**config.mk**
```make
export PLATFORM = sky130hd
export DESIGN_NAME = usb_rx_pkt_ctrl
export DESIGN_NICKNAME = d
export VERILOG_FILES = /design/src/rtl/usb_pkg.sv /design/src/rtl/usb_crc_strip_pipe.sv /design/src/rtl/usb_rx_pkt_ctrl.sv
export SDC_FILE = /design/constraint.sdc
export NUM_CORES = 1
export LEC_CHECK = 0
export ABC_AREA = 1
export ABC_CLOCK_PERIOD_IN_PS = 3400
export CAP_MARGIN = 20
export CORE_MARGIN = 10
export CORE_UTILIZATION = 65
export CTS_CLUSTER_DIAMETER = 150
export DETAILED_ROUTE_END_ITERATION = 10
export DONT_BUFFER_PORTS = 1
export PLACE_DENSITY = 0.91
export SLEW_MARGIN = 20
export SYNTH_ARGS = -nofsm -noshare
export SYNTH_HDL_FRONTEND = slang
export SYNTH_SLANG_ARGS = --single-unit
```
**constraint.sdc**
```tcl
create_clock -name CLK -period 3.4 [get_ports CLK]
set_input_delay 0.34 -clock CLK [delete_from_list [all_inputs] [get_ports CLK]]
set_output_delay 0.34 -clock CLK [all_outputs]
set_load 0.02 [all_outputs]
```
**src/rtl/usb_pkg.sv**
```systemverilog
// Shared constants and state encoding for the USB receive path.
package usb_pkg;

  localparam logic [3:0] PID_DATA0 = 4'h3;
  localparam logic [3:0] PID_DATA1 = 4'hB;
  localparam logic [3:0] PID_ACK   = 4'h2;
  localparam logic [3:0] PID_NAK   = 4'hA;

  typedef enum logic [2:0] {
    ST_IDLE,
    ST_PID,
    ST_DATA,
    ST_CHECK,
    ST_ACK,
    ST_NAK,
    ST_DROP
  } rx_state_t;

  // A PID byte carries its code in the low nibble and the complement in the high nibble.
  function automatic logic pid_is_data(input logic [7:0] pid);
    return (pid[3:0] == ~pid[7:4]) &&
           ((pid[3:0] == PID_DATA0) || (pid[3:0] == PID_DATA1));
  endfunction

endpackage

```
**src/rtl/usb_crc_strip_pipe.sv**
```systemverilog
// Two-byte delay line that holds back the trailing CRC16 bytes of a packet.
// A byte only leaves the pipe once two newer bytes have arrived behind it,
// so the final two bytes of every packet are never forwarded.
module usb_crc_strip_pipe (
  input  logic       CLK,
  input  logic       RSTn,
  input  logic       push,
  input  logic       flush,
  input  logic [7:0] in_data,
  output logic       out_valid,
  output logic [7:0] out_data,
  output logic       full
);

  logic [7:0] older;
  logic [7:0] newer;
  logic [1:0] fill;

  assign full      = (fill == 2'd2);
  assign out_valid = push && full && !flush;
  assign out_data  = older;

  // Shift a new byte in on push; flush empties the pipe between packets.
  always_ff @(posedge CLK or negedge RSTn) begin
    if (!RSTn) begin
      fill  <= 2'd0;
      older <= 8'h00;
      newer <= 8'h00;
    end else if (flush) begin
      fill <= 2'd0;
    end else if (push) begin
      older <= newer;
      newer <= in_data;
      if (!full) begin
        fill <= fill + 2'd1;
      end
    end
  end

endmodule

```
**src/rtl/usb_rx_pkt_ctrl.sv**
```systemverilog
// Receive-side packet sequencer between the PHY byte stream and the
// commit/rollback RX FIFO. Accepts OUT DATA0/DATA1 payloads, strips CRC,
// enforces size and space limits, commits good packets and requests the
// ACK/NAK handshake from the transmit side.
import usb_pkg::*;

module usb_rx_pkt_ctrl #(
  parameter int ASIZE  = 9,
  parameter int MAXPKT = 64
) (
  input  logic             CLK,
  input  logic             RSTn,
  input  logic             rx_act,
  input  logic             rx_valid,
  input  logic [7:0]       rx_data,
  input  logic             rx_err,
  input  logic             crc16_ok,
  input  logic             ep_en,
  input  logic             toggle_clr,
  input  logic [ASIZE:0]   fifo_wrnum,
  input  logic             fifo_full,
  output logic             fifo_write,
  output logic [7:0]       fifo_data,
  output logic             fifo_pktval,
  output logic             fifo_rxact,
  output logic             hs_req,
  output logic [3:0]       hs_pid,
  output logic [ASIZE:0]   pkt_len,
  output logic             toggle
);

  localparam logic [ASIZE:0]   CNT_MAX    = (ASIZE+1)'(MAXPKT);
  localparam logic [ASIZE:0]   CNT_SAT    = (ASIZE+1)'(MAXPKT + 1);
  localparam logic [ASIZE+1:0] FIFO_DEPTH = (ASIZE+2)'(2**ASIZE);
  localparam logic [ASIZE+1:0] SPACE_NEED = (ASIZE+2)'(MAXPKT + 2);

  rx_state_t        state;
  logic             nak;
  logic             pid_tog;
  logic [ASIZE:0]   bytecount;

  logic             pipe_push;
  logic             pipe_flush;
  logic             pipe_out_valid;
  logic [7:0]       pipe_out_data;
  logic             pipe_full;

  logic [ASIZE+1:0] free_space;
  logic             low_space;
  logic             over_size;
  logic             data_drop;

  assign free_space = FIFO_DEPTH - {1'b0, fifo_wrnum};
  assign low_space  = (free_space < SPACE_NEED);

  assign pipe_push  = (state == ST_DATA) && rx_valid && !rx_err;
  assign pipe_flush = (state != ST_DATA);

  assign over_size  = (bytecount == CNT_MAX);
  assign data_drop  = pipe_out_valid && (over_size || (!nak && fifo_full));

  usb_crc_strip_pipe u_pipe (
    .CLK       (CLK),
    .RSTn      (RSTn),
    .push      (pipe_push),
    .flush     (pipe_flush),
    .in_data   (rx_data),
    .out_valid (pipe_out_valid),
    .out_data  (pipe_out_data),
    .full      (pipe_full)
  );

  // Packet sequencing FSM with all FIFO and handshake outputs registered.
  always_ff @(posedge CLK or negedge RSTn) begin
    if (!RSTn) begin
      state       <= ST_IDLE;
      nak         <= 1'b0;
      pid_tog     <= 1'b0;
      bytecount   <= '0;
      fifo_write  <= 1'b0;
      fifo_data   <= 8'h00;
      fifo_pktval <= 1'b0;
      fifo_rxact  <= 1'b0;
      hs_req      <= 1'b0;
      hs_pid      <= 4'h0;
      pkt_len     <= '0;
      toggle      <= 1'b0;
    end else begin
      fifo_write  <= 1'b0;
      fifo_pktval <= 1'b0;
      hs_req      <= 1'b0;

      case (state)
        ST_IDLE: begin
          if (rx_act) begin
            state      <= ST_PID;
            fifo_rxact <= 1'b1;
            nak        <= 1'b0;
            bytecount  <= '0;
          end
        end

        ST_PID: begin
          if (rx_err) begin
            state <= ST_DROP;
          end else if (rx_valid) begin
            if (!pid_is_data(rx_data)) begin
              state <= ST_DROP;
            end else begin
              state     <= ST_DATA;
              pid_tog   <= rx_data[3];
              nak       <= !ep_en || low_space;
              bytecount <= '0;
            end
          end else if (!rx_act) begin
            state      <= ST_IDLE;
            fifo_rxact <= 1'b0;
          end
        end

        ST_DATA: begin
          if (rx_err || data_drop) begin
            state <= ST_DROP;
            if (data_drop && over_size) begin
              bytecount <= CNT_SAT;
            end
          end else begin
            if (pipe_out_valid) begin
              bytecount <= bytecount + 1'b1;
              if (!nak) begin
                fifo_write <= 1'b1;
                fifo_data  <= pipe_out_data;
              end
            end
            if (!rx_act) begin
              state <= ST_CHECK;
            end
          end
        end

        ST_CHECK: begin
          if (rx_err || !crc16_ok || !pipe_full) begin
            state      <= ST_IDLE;
            fifo_rxact <= 1'b0;
          end else if (nak) begin
            state  <= ST_NAK;
            hs_req <= 1'b1;
            hs_pid <= PID_NAK;
          end else begin
            state  <= ST_ACK;
            hs_req <= 1'b1;
            hs_pid <= PID_ACK;
            if (pid_tog == toggle) begin
              fifo_pktval <= 1'b1;
              pkt_len     <= bytecount;
              toggle      <= ~toggle;
            end
          end
        end

        ST_ACK, ST_NAK: begin
          if (rx_err) begin
            state <= ST_DROP;
          end else begin
            state      <= ST_IDLE;
            fifo_rxact <= 1'b0;
          end
        end

        ST_DROP: begin
          if (!rx_act) begin
            state      <= ST_IDLE;
            fifo_rxact <= 1'b0;
          end
        end

        default: begin
          state      <= ST_IDLE;
          fifo_rxact <= 1'b0;
        end
      endcase

      if (toggle_clr) begin
        toggle <= 1'b0;
      end
    end
  end

endmodule

```
==> metrics.cfg, run 1 <==
[detailed_routing]
remaining_drc_errors=0
routed_via_density=5.620
wl_per_cell_um=14.83
vias=2484
wl_um=6553
first_iter_violations=221
detail-route-antenna-nets=0
drtPass1Iterations=5

[critical_path]
start_kind=flip-flop
worstPathArrival_ns=2.39
r2r_cells=7
timing.rr.end=fifo_data[6]
path_max_fanout=15
worstSetupPathType=flip-flop to flip-flop
crit_path_end_kind=flip-flop
required_ns=3.66
timing.reg2reg.setup_slack_ns=1.27
r2r_start=state[0]

[layout]
syn_to_final_growth_pct=8.167
multi_input_area_um2=1314
seq_area_um2=1451
fillers=334
nets=417
drive_gt1_share_pct=10.26
diodes=0
final_cell_area_um2=3248

[floorplan]
die_w_um=87.97
die_h_um=87.97
dieArea_um2=7739
coreArea_um2=4414
initial_core_util_pct=68.03
pin_count=54
rows=24

[min_path]
min_to=toggle
min-delay-start=toggle_clr
hold_depth=1
hp-class=input port to flip-flop

[grt]
grt_pass1_vias=2455
grt_max_degree=59
grt-ovfl-total=0
grt_use_total_pct=18.20
grt_pass1_wl_um=11350
antenna_found_initial=0

[pwr]
power_density_nw_per_um2=662.4
leakage_nw=1.646
intPower_mw=1.397
power_frac_seq_pct=43.0
vdd_drop_max_mv=0.3791
clkPwrFrac_pct=30.2
pwr-share-comb_pct=26.8
p_switching_uw=754.2
p_sw_share_pct=35.06
total_power_mw=2.151

[cts]
cts_setup_buffers=0
cts_max_level=3
clock-root-buffer=clkbuf_8
worstSkewPairLatency_ns=0.32
cts_buffer_depth=2
tritoncts=yes
numCtsBuffers=9
clk_pin_slew_ns=0.06
clock_sinks=58

[logic_synthesis]
yosys.area_share.simple_pct=31.04
synth.area.mux_share_pct=0
synth_area_leaders=dfrtp_1 (48%), nand2_1 (14%), o21ai_0 (5.7%)
synth_seq_cells=58
synth_compound_area_share_pct=9.042
synth_edf_count=0
synthMostInstantiatedCell=nand2_1
synth.largest_area_cell=dfrtp_1
synth_top_family_by_area=simple AND/OR/NAND/NOR gates
ys.warnings.count=0
yosys.area_share.adder_pct=1.667
avgSynthCellArea_um2=7.840
synth_cell_types=30
synth_xor_area_share_pct=1.750
synth_ff_type=dfrtp_1
netlist.area_leader.share_pct=48.33
seq_area_frac_synth_pct=48.33
synth_area_um2=3003
async_reset_ff_share_pct=100.0
syn_inst=383
synth_common_cells=nand2_1 (113), dfrtp_1 (58), inv_1 (43), o21ai_0 (34), nor2_1 (32)

[timing]
rsz0062_at_grt=no
min_period_ns=2.126
fin_crit_sh_pct=62.52
whs_ns=0.07619
hold_violations=0
setup_violations=0
fin_tns_setup_ns=0
max_freq_mhz=470.5
tightest_slew_ns=0.6277
relSlewSlack_pct=58.05
slew_viol_final=0
skew_ns=0.004800

[place]
gp_congestion=0.9309
dp_hpwl_um=4821
post_dp_cell_area_um2=3007
port_buffers=0

[flow_run]
max_cap_viol_count=0

[run_status]
status=completed

-- state kept, by name (all words and copies together) (netlist names), 2 cells and up --
signal / flops
bytecount: 10
fifo_data: 8
hs_pid: 2
u_pipe.fill: 2
u_pipe.newer: 8
state: 3
u_pipe.out_data: 8
pkt_len: 10
-- placed cells by master (no fill, tap or decap) --
| cell type | instances |
|---|---|
| clkbuf_8 | 12 |
| clkinv_2 | 1 |
| dlygate4sd3_1 | 1 |
| o21bai_1 | 2 |
| nor2_2 | 5 |
| a31oi_1 | 3 |
| ha_1 | 4 |
| o31ai_1 | 1 |
| o21ai_1 | 4 |
| buf_16 | 1 |
| dfrtp_1 | 58 |
| inv_1 | 43 |
| nand3_1 | 29 |
| o21ai_0 | 34 |
| nand4_1 | 4 |
| nand2_2 | 4 |
| o211ai_1 | 2 |
| or2_2 | 1 |
| xor2_1 | 5 |
| nor3_1 | 5 |
| conb_1 | 2 |
| nand2_1 | 113 |
| nand3b_1 | 1 |
| clkbuf_1 | 1 |
| xnor2_1 | 1 |
| a21oi_1 | 5 |
| nor2_1 | 32 |
| bufinv_16 | 1 |
| nor2_4 | 2 |
| nor2_8 | 1 |
| nand3_2 | 8 |
| inv_2 | 4 |
-- power groups by stage --
stage / Sequential, mW / Clock (mW) / Combinational, mW
floorplan: 0.910 / 0 / 0.461
global placement: 0.930 / 0 / 0.536
detailed placement: 0.935 / 0 / 0.548
CTS: 0.923 / 0.656 / 0.577
global route: 0.940 / 0.695 / 0.663
finish: 0.926 / 0.650 / 0.576
-- worst max-delay path, cell delays in order (launching register included) --
cell     delay [ns]
dfrtp_1        0.44
nor2_2         0.18
nand3_2        0.28
nor2_2         0.24
nand4_1        0.46
inv_1          0.32
nand2_1        0.08
nand2_1        0.06
-- cell families (layout without fill, tap and decap cells) --
family,count (synthesis),count (layout)
fa+ha+maj,4,4
flops,58,58
xor+xnor,6,6
other cells,1,2
compound gates,51,51
simple gates,205,205
buf+inv,58,64
-- worst max path at each step --
stage | from | to | slack (ns) | depth (start not counted)
final | state[0] | fifo_data[6] | 1.27 | 7
after global routing | state[0] | fifo_data[6] | 1.02 | 7
after CTS | state[0] | fifo_data[6] | 1.28 | 7
after detailed placement | state[2] | fifo_data[6] | 1.32 | 7
after global placement | state[2] | fifo_data[6] | 1.43 | 7
after floorplan | bytecount[0] | bytecount[2] | 1.90 | 12
-- metrics by stage --
stage | cells | setup WS [ns] | utilization, %
floorplan | 384 | 1.897 | -
global placement | 425 | 1.429 | 68.11
detailed placement | 425 | 1.316 | 68.11
CTS | 442 | 1.282 | 73.58
global route | 442 | 1.018 | 73.58
finish | 442 | 1.274 | 73.58
-- final cells by class --
cell class	count	share of cell area, %
inverter	47	5.431
multi-input combinational	268	40.45
timing repair buffer	2	1.156
clock inverter	2	1.079
clock buffer	13	5.200
tap	52	2.003
sequential	58	44.68
-- routing by layer --
metal	wire length, µm	global-route usage (%)	vias to the layer above
met2	2962	27.12	107
met4	110	8.261	0
met5	0	0	-
met3	776	6.778	12
li1	-	-	1217
met1	2703	22.99	1148
-- what timing repair did --
action	4_1_cts	5_1_grt
hold buffers	2	0
resized for setup	0	0
endpoints found under the hold margin	58	0
Power figures use the tool's default switching activity.
==> run 2, diff against run 1 <==
--- a/config.mk
+++ b/config.mk
@@ -6,14 +6,14 @@
 export NUM_CORES = 1
 export LEC_CHECK = 0
 export ABC_AREA = 1
-export ABC_CLOCK_PERIOD_IN_PS = 3400
+export ABC_CLOCK_PERIOD_IN_PS = 1780
 export CAP_MARGIN = 20
 export CORE_MARGIN = 10
-export CORE_UTILIZATION = 65
+export CORE_UTILIZATION = 57
 export CTS_CLUSTER_DIAMETER = 150
 export DETAILED_ROUTE_END_ITERATION = 10
 export DONT_BUFFER_PORTS = 1
-export PLACE_DENSITY = 0.91
+export PLACE_DENSITY = 0.85
 export SLEW_MARGIN = 20
 export SYNTH_ARGS = -nofsm -noshare
 export SYNTH_HDL_FRONTEND = slang
==> constraint.sdc (replaced) <==
create_clock -name CLK -period 1.78 [get_ports CLK]
set_input_delay 0.178 -clock CLK [delete_from_list [all_inputs] [get_ports CLK]]
set_output_delay 0.178 -clock CLK [all_outputs]
set_load 0.02 [all_outputs]
==> run 2 against run 1 <==
Effect of this change: count of clock-buffer cells in the layout is 2 lower; combinational power is 140% higher; sequential cell count is the same; first-iteration DRC count down 1.8%; die area grew 11%; critical path type unchanged; fmax up 25%; highest routed layer unchanged; power rose by 110%; largest power group unchanged; sequential power up 91%.
==> metrics.cfg, run 2 (synthesized netlist as in run 1, its figures left out) <==
[min_path]
hp-class=input port to flip-flop

[cts]
clk_pin_slew_ns=0.06
numCtsBuffers=9
clock-root-buffer=clkbuf_8
cts_max_level=3
worstSkewPairLatency_ns=0.34
clock_sinks=58
tritoncts=yes
cts_buffer_depth=2

[grt]
grt_pass1_vias=2521
grt-ovfl-total=0
grt_pass1_wl_um=12100
grt_max_degree=59
grt_use_total_pct=17.45
antenna_found_initial=0

[critical_path]
worstSetupPathType=flip-flop to flip-flop
crit_family=simple AND/OR/NAND/NOR gates
crit_top_cell=nand3_1
path_max_fanout=4
start_kind=flip-flop
required_ns=2.01
cpMaxStageDelayCell=dfrtp_1
worstPathArrival_ns=1.93
crit_path_end_kind=flip-flop
crit_chain=inv_2, ha_1, inv_1, nor2_1, nand3_1, nor2_2, nand2_2, nand3_2, nand3_4, buf_6, nand3_1, nand2_1
cpPeakStageDelay_ns=0.39
timing.reg2reg.setup_slack_ns=0.08
path_buf_inv=3

[place]
dp_slack_ns=0.03472
port_buffers=0
gp_congestion=0.9985
dp_hpwl_um=4999
post_dp_cell_area_um2=3134

[layout]
drive_gt1_share_pct=15.59
fillers=389
syn_to_final_growth_pct=18.42
reg_top3=bytecount: 10 flops, pkt_len: 10 flops
final_cell_mix=nand2_1 (113), dfrtp_1 (57), inv_1 (41), o21ai_0 (34), nor2_1 (30)
layout_commonest_cell=nand2_1
final_cell_area_um2=3556
nets=445
diodes=0
multi_input_area_um2=1351
seq_area_um2=1453

[pwr]
leakage_nw=1.783
p_sw_share_pct=34.89
clkPwrFrac_pct=29.4
intPower_mw=2.900
pwr-share-comb_pct=30.9
power_frac_seq_pct=39.7
power_density_nw_per_um2=1253
p_switching_mw=1.554
vdd_drop_max_mv=0.6747

[timing]
hold_violations=0
slew_viol_final=0
rsz0062_at_grt=yes
setup_violations=0
whs_ns=0.02010
max_freq_mhz=588.2
min_period_ns=1.700
fin_crit_sh_pct=95.51
fin_ws_ns=0.07997
skew_ns=0.007864

[floorplan]
pin_count=54
rows=26
initial_core_util_pct=58.79
coreArea_um2=5107
dieArea_um2=8571
die_w_um=92.58
die_h_um=92.58

[detailed_routing]
first_iter_violations=217
wl_met3_um=854
wl_met2_um=3590
vias=2684
drtPass1Iterations=5
detail-route-antenna-nets=0
routed_via_density=5.511
wl_per_cell_um=15.35
highest_layer=met4
met1_length_um=2913
wl_um=7476
remaining_drc_errors=0

[flow_run]
max_cap_viol_count=0

[run_status]
status=completed

## run 2: cell types whose count changed in the layout (fill, tap and decap cells not counted), moves of 2 or more
cell,delta
clkbuf_8,-2
nor2_1,-2
dlygate4sd3_1,+9
buf_4,+16
inv_2,+2
nand3_1,-2
buf_6,+3
nor2_4,+2
inv_1,-2
## run 2: what timing repair did
item                                   CTS  global route
setup buffers                            0             5
resized for setup                        0            14
endpoints found under the hold margin   68             0
hold buffers                            11             0
setup endpoints to repair                0            15
## run 2: metrics by stage
step	power (mW)	TNS [ns]	util, %	instances
after floorplan	2.617	0	-	384
after global placement	2.832	0	61.37	457
after detailed placement	2.875	0	61.37	457
after CTS	4.244	0	67.91	482
after global routing	4.709	-0.1061	69.62	487
final	4.455	0	69.62	487
## run 2: final timing paths
check,start,cells after the start,to
setup / recovery,bytecount[0],12,bytecount[0]
hold / removal,rx_data[0],2,u_pipe.newer[0]
setup reg to reg,bytecount[0],12,bytecount[0]
hold reg to reg,u_pipe.out_data[4],2,fifo_data[4]
max in group asynchronous,RSTn,2,bytecount[6]
min in group asynchronous,RSTn,2,u_pipe.out_data[1]
## run 2: final cells by class
class                   count  share of cell area, %
clock buffers              11                  3.976
clock inverters             3                  1.830
inverters                  47                  4.961
multi-input cells         268                  38.00
flip-flops and latches     58                  40.85
well taps                  70                  2.463
repair buffers             30                  7.917
## run 2: power groups by stage
stage	Combinational [mW]	Sequential (mW)	Clock, mW
2_1_floorplan	0.880	1.74	0
3_3_place_gp	1.07	1.76	0
3_5_place_dp	1.10	1.77	0
4_1_cts	1.17	1.75	1.32
5_1_grt	1.54	1.80	1.38
6_report	1.38	1.77	1.31
## run 2: metal layers
metal	vias up	GRT usage [%]
met2	141	26.88
met5	-	0
met1	1254	20.74
li1	1276	-
met3	13	8.555
met4	0	6.170
